--- config.mk ---
export PLATFORM = sky130hd
export DESIGN_NAME = strand_select_arbiter
export DESIGN_NICKNAME = d
export VERILOG_FILES = /design/src/rtl/strand_select_arbiter.sv
export SDC_FILE = /design/constraint.sdc
export NUM_CORES = 1
export LEC_CHECK = 0
export CAP_MARGIN = 0
export CORE_AREA = 3 3 199 201
export CTS_BUF_LIST = sky130_fd_sc_hd__clkbuf_4 sky130_fd_sc_hd__clkbuf_8 sky130_fd_sc_hd__clkbuf_16
export CTS_CLUSTER_DIAMETER = 60
export CTS_CLUSTER_SIZE = 28
export DETAILED_ROUTE_END_ITERATION = 8
export DIE_AREA = 0 0 202 204
export PLACE_DENSITY = 0.59
export SLEW_MARGIN = 10
export SYNTH_ARGS = -nofsm -noshare
export SYNTH_HDL_FRONTEND = slang
export SYNTH_SLANG_ARGS = --single-unit
--- constraint.sdc ---
create_clock -name clk -period 1.85 [get_ports clk]
set_input_delay 0.2775 -clock clk [delete_from_list [all_inputs] [get_ports clk]]
set_output_delay 0.2775 -clock clk [all_outputs]
set_load 0.005 [all_outputs]
--- src/rtl/strand_select_arbiter.sv ---
// Round-robin arbiter for the single instruction-issue slot shared by the strands.
// Grants one requesting strand per cycle and registers its fields into the decode pipeline register.
module strand_select_arbiter #(
  parameter int NUM_STRANDS = 4,
  parameter int ID_WIDTH    = 2
) (
  input  logic                      clk,
  input  logic                      reset_n,
  input  logic [NUM_STRANDS-1:0]    issue_request_i,
  input  logic [32*NUM_STRANDS-1:0] pc_i,
  input  logic [32*NUM_STRANDS-1:0] instruction_i,
  input  logic [4*NUM_STRANDS-1:0]  reg_lane_select_i,
  input  logic [32*NUM_STRANDS-1:0] strided_offset_i,
  input  logic [NUM_STRANDS-1:0]    flush_i,
  input  logic                      stall_i,
  output logic [NUM_STRANDS-1:0]    grant_o,
  output logic                      valid_o,
  output logic [ID_WIDTH-1:0]       strand_id_o,
  output logic [31:0]               pc_o,
  output logic [31:0]               instruction_o,
  output logic [3:0]                reg_lane_select_o,
  output logic [31:0]               strided_offset_o
);

  typedef struct packed {
    logic                valid;
    logic [ID_WIDTH-1:0] strand_id;
    logic [31:0]         pc;
    logic [31:0]         instruction;
    logic [3:0]          lane;
    logic [31:0]         offset;
  } out_reg_t;

  out_reg_t            out_q, out_d;
  logic [ID_WIDTH-1:0] last_grant_q, last_grant_d;

  logic [31:0] pc_arr     [NUM_STRANDS];
  logic [31:0] instr_arr  [NUM_STRANDS];
  logic [31:0] offset_arr [NUM_STRANDS];
  logic [3:0]  lane_arr   [NUM_STRANDS];

  for (genvar n = 0; n < NUM_STRANDS; n++) begin : g_unpack
    assign pc_arr[n]     = pc_i[32*n +: 32];
    assign instr_arr[n]  = instruction_i[32*n +: 32];
    assign offset_arr[n] = strided_offset_i[32*n +: 32];
    assign lane_arr[n]   = reg_lane_select_i[4*n +: 4];
  end

  // Round-robin search starting one past the last winner; the ID_WIDTH-bit
  // addition wraps naturally because NUM_STRANDS is a power of two.
  logic [ID_WIDTH-1:0] grant_idx;
  logic [ID_WIDTH-1:0] cand;
  logic                grant_any;

  // NOTE: every variable assigned in always_comb gets a default first so no
  // path leaves it unassigned, which would otherwise infer a latch.
  always_comb begin
    grant_idx = '0;
    grant_any = 1'b0;
    cand      = '0;
    for (int k = 1; k <= NUM_STRANDS; k++) begin
      cand = last_grant_q + ID_WIDTH'(k);
      if (!grant_any && issue_request_i[cand]) begin
        grant_idx = cand;
        grant_any = 1'b1;
      end
    end
    if (stall_i || !reset_n) begin
      grant_any = 1'b0;
    end
  end

  always_comb begin
    grant_o = '0;
    if (grant_any) begin
      grant_o[grant_idx] = 1'b1;
    end
  end

  // Stall holds the entry (a flush of its owner only kills valid); otherwise
  // a grant loads the winner, and an idle cycle just drops valid.
  always_comb begin
    out_d        = out_q;
    last_grant_d = last_grant_q;
    if (stall_i) begin
      if (flush_i[out_q.strand_id]) begin
        out_d.valid = 1'b0;
      end
    end else if (grant_any) begin
      out_d.valid       = 1'b1;
      out_d.strand_id   = grant_idx;
      out_d.pc          = pc_arr[grant_idx];
      out_d.instruction = instr_arr[grant_idx];
      out_d.lane        = lane_arr[grant_idx];
      out_d.offset      = offset_arr[grant_idx];
      last_grant_d      = grant_idx;
    end else begin
      out_d.valid = 1'b0;
    end
  end

  // NOTE: sequential state uses non-blocking assignments so every register
  // samples the pre-edge values regardless of statement order.
  always_ff @(posedge clk or negedge reset_n) begin
    if (!reset_n) begin
      out_q        <= '0;
      last_grant_q <= ID_WIDTH'(NUM_STRANDS - 1);
    end else begin
      out_q        <= out_d;
      last_grant_q <= last_grant_d;
    end
  end

  assign valid_o           = out_q.valid;
  assign strand_id_o       = out_q.strand_id;
  assign pc_o              = out_q.pc;
  assign instruction_o     = out_q.instruction;
  assign reg_lane_select_o = out_q.lane;
  assign strided_offset_o  = out_q.offset;

endmodule

==> results.yml <==
global_routing:
  grt_util_met2_pct: 32.8
  busiest_metal_layer_after_global_routing: "met2"
  grt_pass1_vias: 9272
  groute.layer.met1.usage_pct: 22.1
  grt_usage_pct: 18.9
  grtUsageMet3_pct: 5.86
  overflow: 0
  grt_antenna_before_repair: 0
  grt_max_degree: 64
  grt_pass1_wl_um: 59500
clocking:
  holdBufCountCts: 0
  h-tree-depth: 3
  tritoncts: "built"
  clock-root-buffer: "clkbuf_16"
  clock_sinks: 105
  total_cts_buffers: 9
  clk_pin_slew_ps: 70
  cts-root-to-sink-buffers: 2
  skew_pair_late_insertion_delay_ps: 370
cells_and_area:
  syn2layout_area_growth_pct: 114
  drive_gt1_share_pct: 18.2
  design.final.nets: 1690
  number_of_antenna_repair_diodes: 0
sta:
  finalMaxSlewViolations: 0
  setup_viol: 104
  grt_setup_unrepaired: "yes"
  timing.final.ws_setup_ps: -273
  final_min_period_over_clock_period_pct: 115
  worst_pin_slew_ps: 982
  hold_viol: 0
  clock.fmax_mhz: 471
  timing.max_slew.rel_slack_pct: 34.5
  clock_skew_ps: 9.21
  setup_tns_ps: -14970
  post-route-min-period_ps: 2120
  fin_hold_ws_ps: 141
min_path:
  hold_class: "in2async"
power:
  vdd_ir_drop_max_mv: 0.422
  power.leakage_nw: 5.09
  p_per_area_mw_per_mm2: 783
synth:
  synth_seq_area_share_pct: 39.3
  synth_top_cell_by_area: "dfrtp_1"
  yosys-top-cells-area: "dfrtp_1, a32oi_1, a41oi_1"
  synth-async-reset-ratio_pct: 100
  synth_seq_cells: 105
  synth_edf_count: 0
  synth.top_cells.by_count: "nand2_1, dfrtp_1, nor2_1"
  synth_ff_type: "dfrtp_1"
  synthesis.area_mm2: 0.00670
  postSynthAreaPerCell_um2: 8.93
  syn_inst: 750
  synthesis.yosys.warnings: 0
  postSynthNetCount: 1161
  synth_top_cell_area_share_pct: 38.5
  ys_types: 35
  yosys.cell_count.top_type: "nand2_1"
place:
  io_buffers: 517
  finalWeightedCongestion: 0.837
  detailed_place_hpwl_um: 28600
  detailedPlace.worstSlack_ps: -641
critical_path:
  worst_setup_path_start_kind: "register"
  worst_path_max_delay_cell: "dfstp_2"
  worst-path-max-fanout: 4
  timing.critical_path.mode_cell: "buf_6"
  cp-end-kind: "primary output"
  worst_ep_arrival_time_ps: 1850
  crit_path_cell_trace: "buf_6 > buf_6 > mux2i_2 > a221oi_2 > buf_4 > nor2b_1 > buf_2"
  timing.critical_path.max_delay_family: "flip-flops"
  path_class: "reg2out"
  slowest_delay_ps: 570
  cp_num_buf_inv: 4
  required_time_reported_for_the_critical_path_endpoint_ps: 1570
die:
  dieArea_mm2: 0.0412
  fp.dieH_um: 204
  placement_rows: 71
  io-pin-count: 518
  chipWidth_um: 202
  initial_core_util_pct: 17.7
  placeableCoreArea_mm2: 0.0378
status:
  run_status: "finished with violations"
  failing_checks: "setup timing"
route:
  drt-pass1-iter-count: 5
  drc: 0
  wire_length_per_cell_after_detailed_routing_um: 23.4
  dr_total_vias: 9197
  via_per_inst: 5.13
  antenna_violating_nets_post_route: 0
  drt-initial-drc-count: 488
  routed_wirelength_um: 41900
job:
  maxCapViolCount: 0
==> worst register-to-register path: cells and delay by family, from the launching register on <==
| kind | cells | cell delay, ps |
|---|---|---|
| simple gates | 1 | 50 |
| buf+inv | 5 | 700 |
| compound gates | 3 | 610 |
| flops | 1 | 570 |
==> worst paths after layout <==
| path | startpoint | end | slack [ps] | depth (start not counted) |
|---|---|---|---|---|
| worst max register to register | last_grant_q[1] | pc_o[7] | -190 | 9 |
| worst min-delay path | reset_n | strided_offset_o[22] | 140 | 3 |
| worst max-delay path | last_grant_q[1] | grant_o[3] | -270 | 7 |
| max in group asynchronous | reset_n | instruction_o[26] | 1140 | 3 |
| worst min register to register | strand_id_o[1] | strand_id_o[1] | 530 | 1 |
| min in group clk | instruction_i[10] | instruction_o[10] | 450 | 3 |
==> cell families (layout without fill, tap and decap cells) <==
group / count (synthesis) / after routing / share of synthesized area (%)
buf+inv: 104 / 637 / 9.19
compound gates: 316 / 316 / 37.5
simple gates: 222 / 222 / 13.4
flops: 105 / 105 / 39.3
mux: 3 / 3 / 0.635
==> placed cells by master, fill, tap and decap left out, drive strengths merged, types with 2 or more instances in the layout <==
master / netlist / final
o21a: 3 / 3
a21o: 2 / 2
o21ai: 2 / 2
buf: 63 / 108
dfrtp: 103 / 103
mux2i: 2 / 2
nor2: 103 / 103
nor3b: 2 / 2
clkbuf: 41 / 12
a31oi: 100 / 100
or3: 2 / 2
nor2b: 3 / 3
clkinvlp: 0 / 2
nand2: 105 / 105
dfstp: 2 / 2
a41oi: 100 / 100
a21oi: 2 / 2
a32oi: 100 / 100
clkinv: 0 / 3
clkdlybuf4s50: 0 / 510
nand2b: 3 / 3
bufbuf: 0 / 2
a211oi: 2 / 2
==> final cells by class <==
type	instances	area [µm²]
tap	511	639
sequential	105	2630
clock inverter	5	33.8
fill	3749	23500
multi-input combinational	541	4190
timing repair buffer	622	6580
clock buffer	10	233
==> power by group <==
part | leakage (nW) | switching, mW | internal [mW] | total, mW
logic | 3.80 | 2.72 | 3.38 | 6.10
clock network | 0.128 | 0.994 | 0.922 | 1.92
registers | 1.17 | 0.341 | 2.84 | 3.18
==> metrics by stage <==
stage               cells  cell area [µm²]  power (mW)  util, %
floorplan             750             6700        5.06        -
global placement     1744            12600        8.08     33.5
detailed placement   1744            12600        8.14     33.5
CTS                  1783            13900        10.9     36.7
global route         1794            14300        11.7     37.9
finish               1794            14300        11.2     37.9
==> per-layer routing <==
metal | vias to the layer above | routed length, µm | part of all wire, %
met5 | - | 0 | 0
met2 | 510 | 20600 | 49
met1 | 4544 | 16200 | 39
met3 | 57 | 3930 | 9.4
met4 | 0 | 1270 | 3.0
li1 | 4086 | - | -
==> sequential cells by signal (all words and copies together) (netlist names) <==
signal / cells
instruction_o: 32
last_grant_q: 2
pc_o: 32
reg_lane_select_o: 4
strand_id_o: 2
strided_offset_o: 32
valid_o: 1
==> repair_timing <==
action,4_1_cts,5_1_grt
pin swaps,27,19
buffers inserted,12,9
gates cloned,12,2
resized for setup,108,41
setup endpoints to repair,104,104
Power figures use the tool's default switching activity.
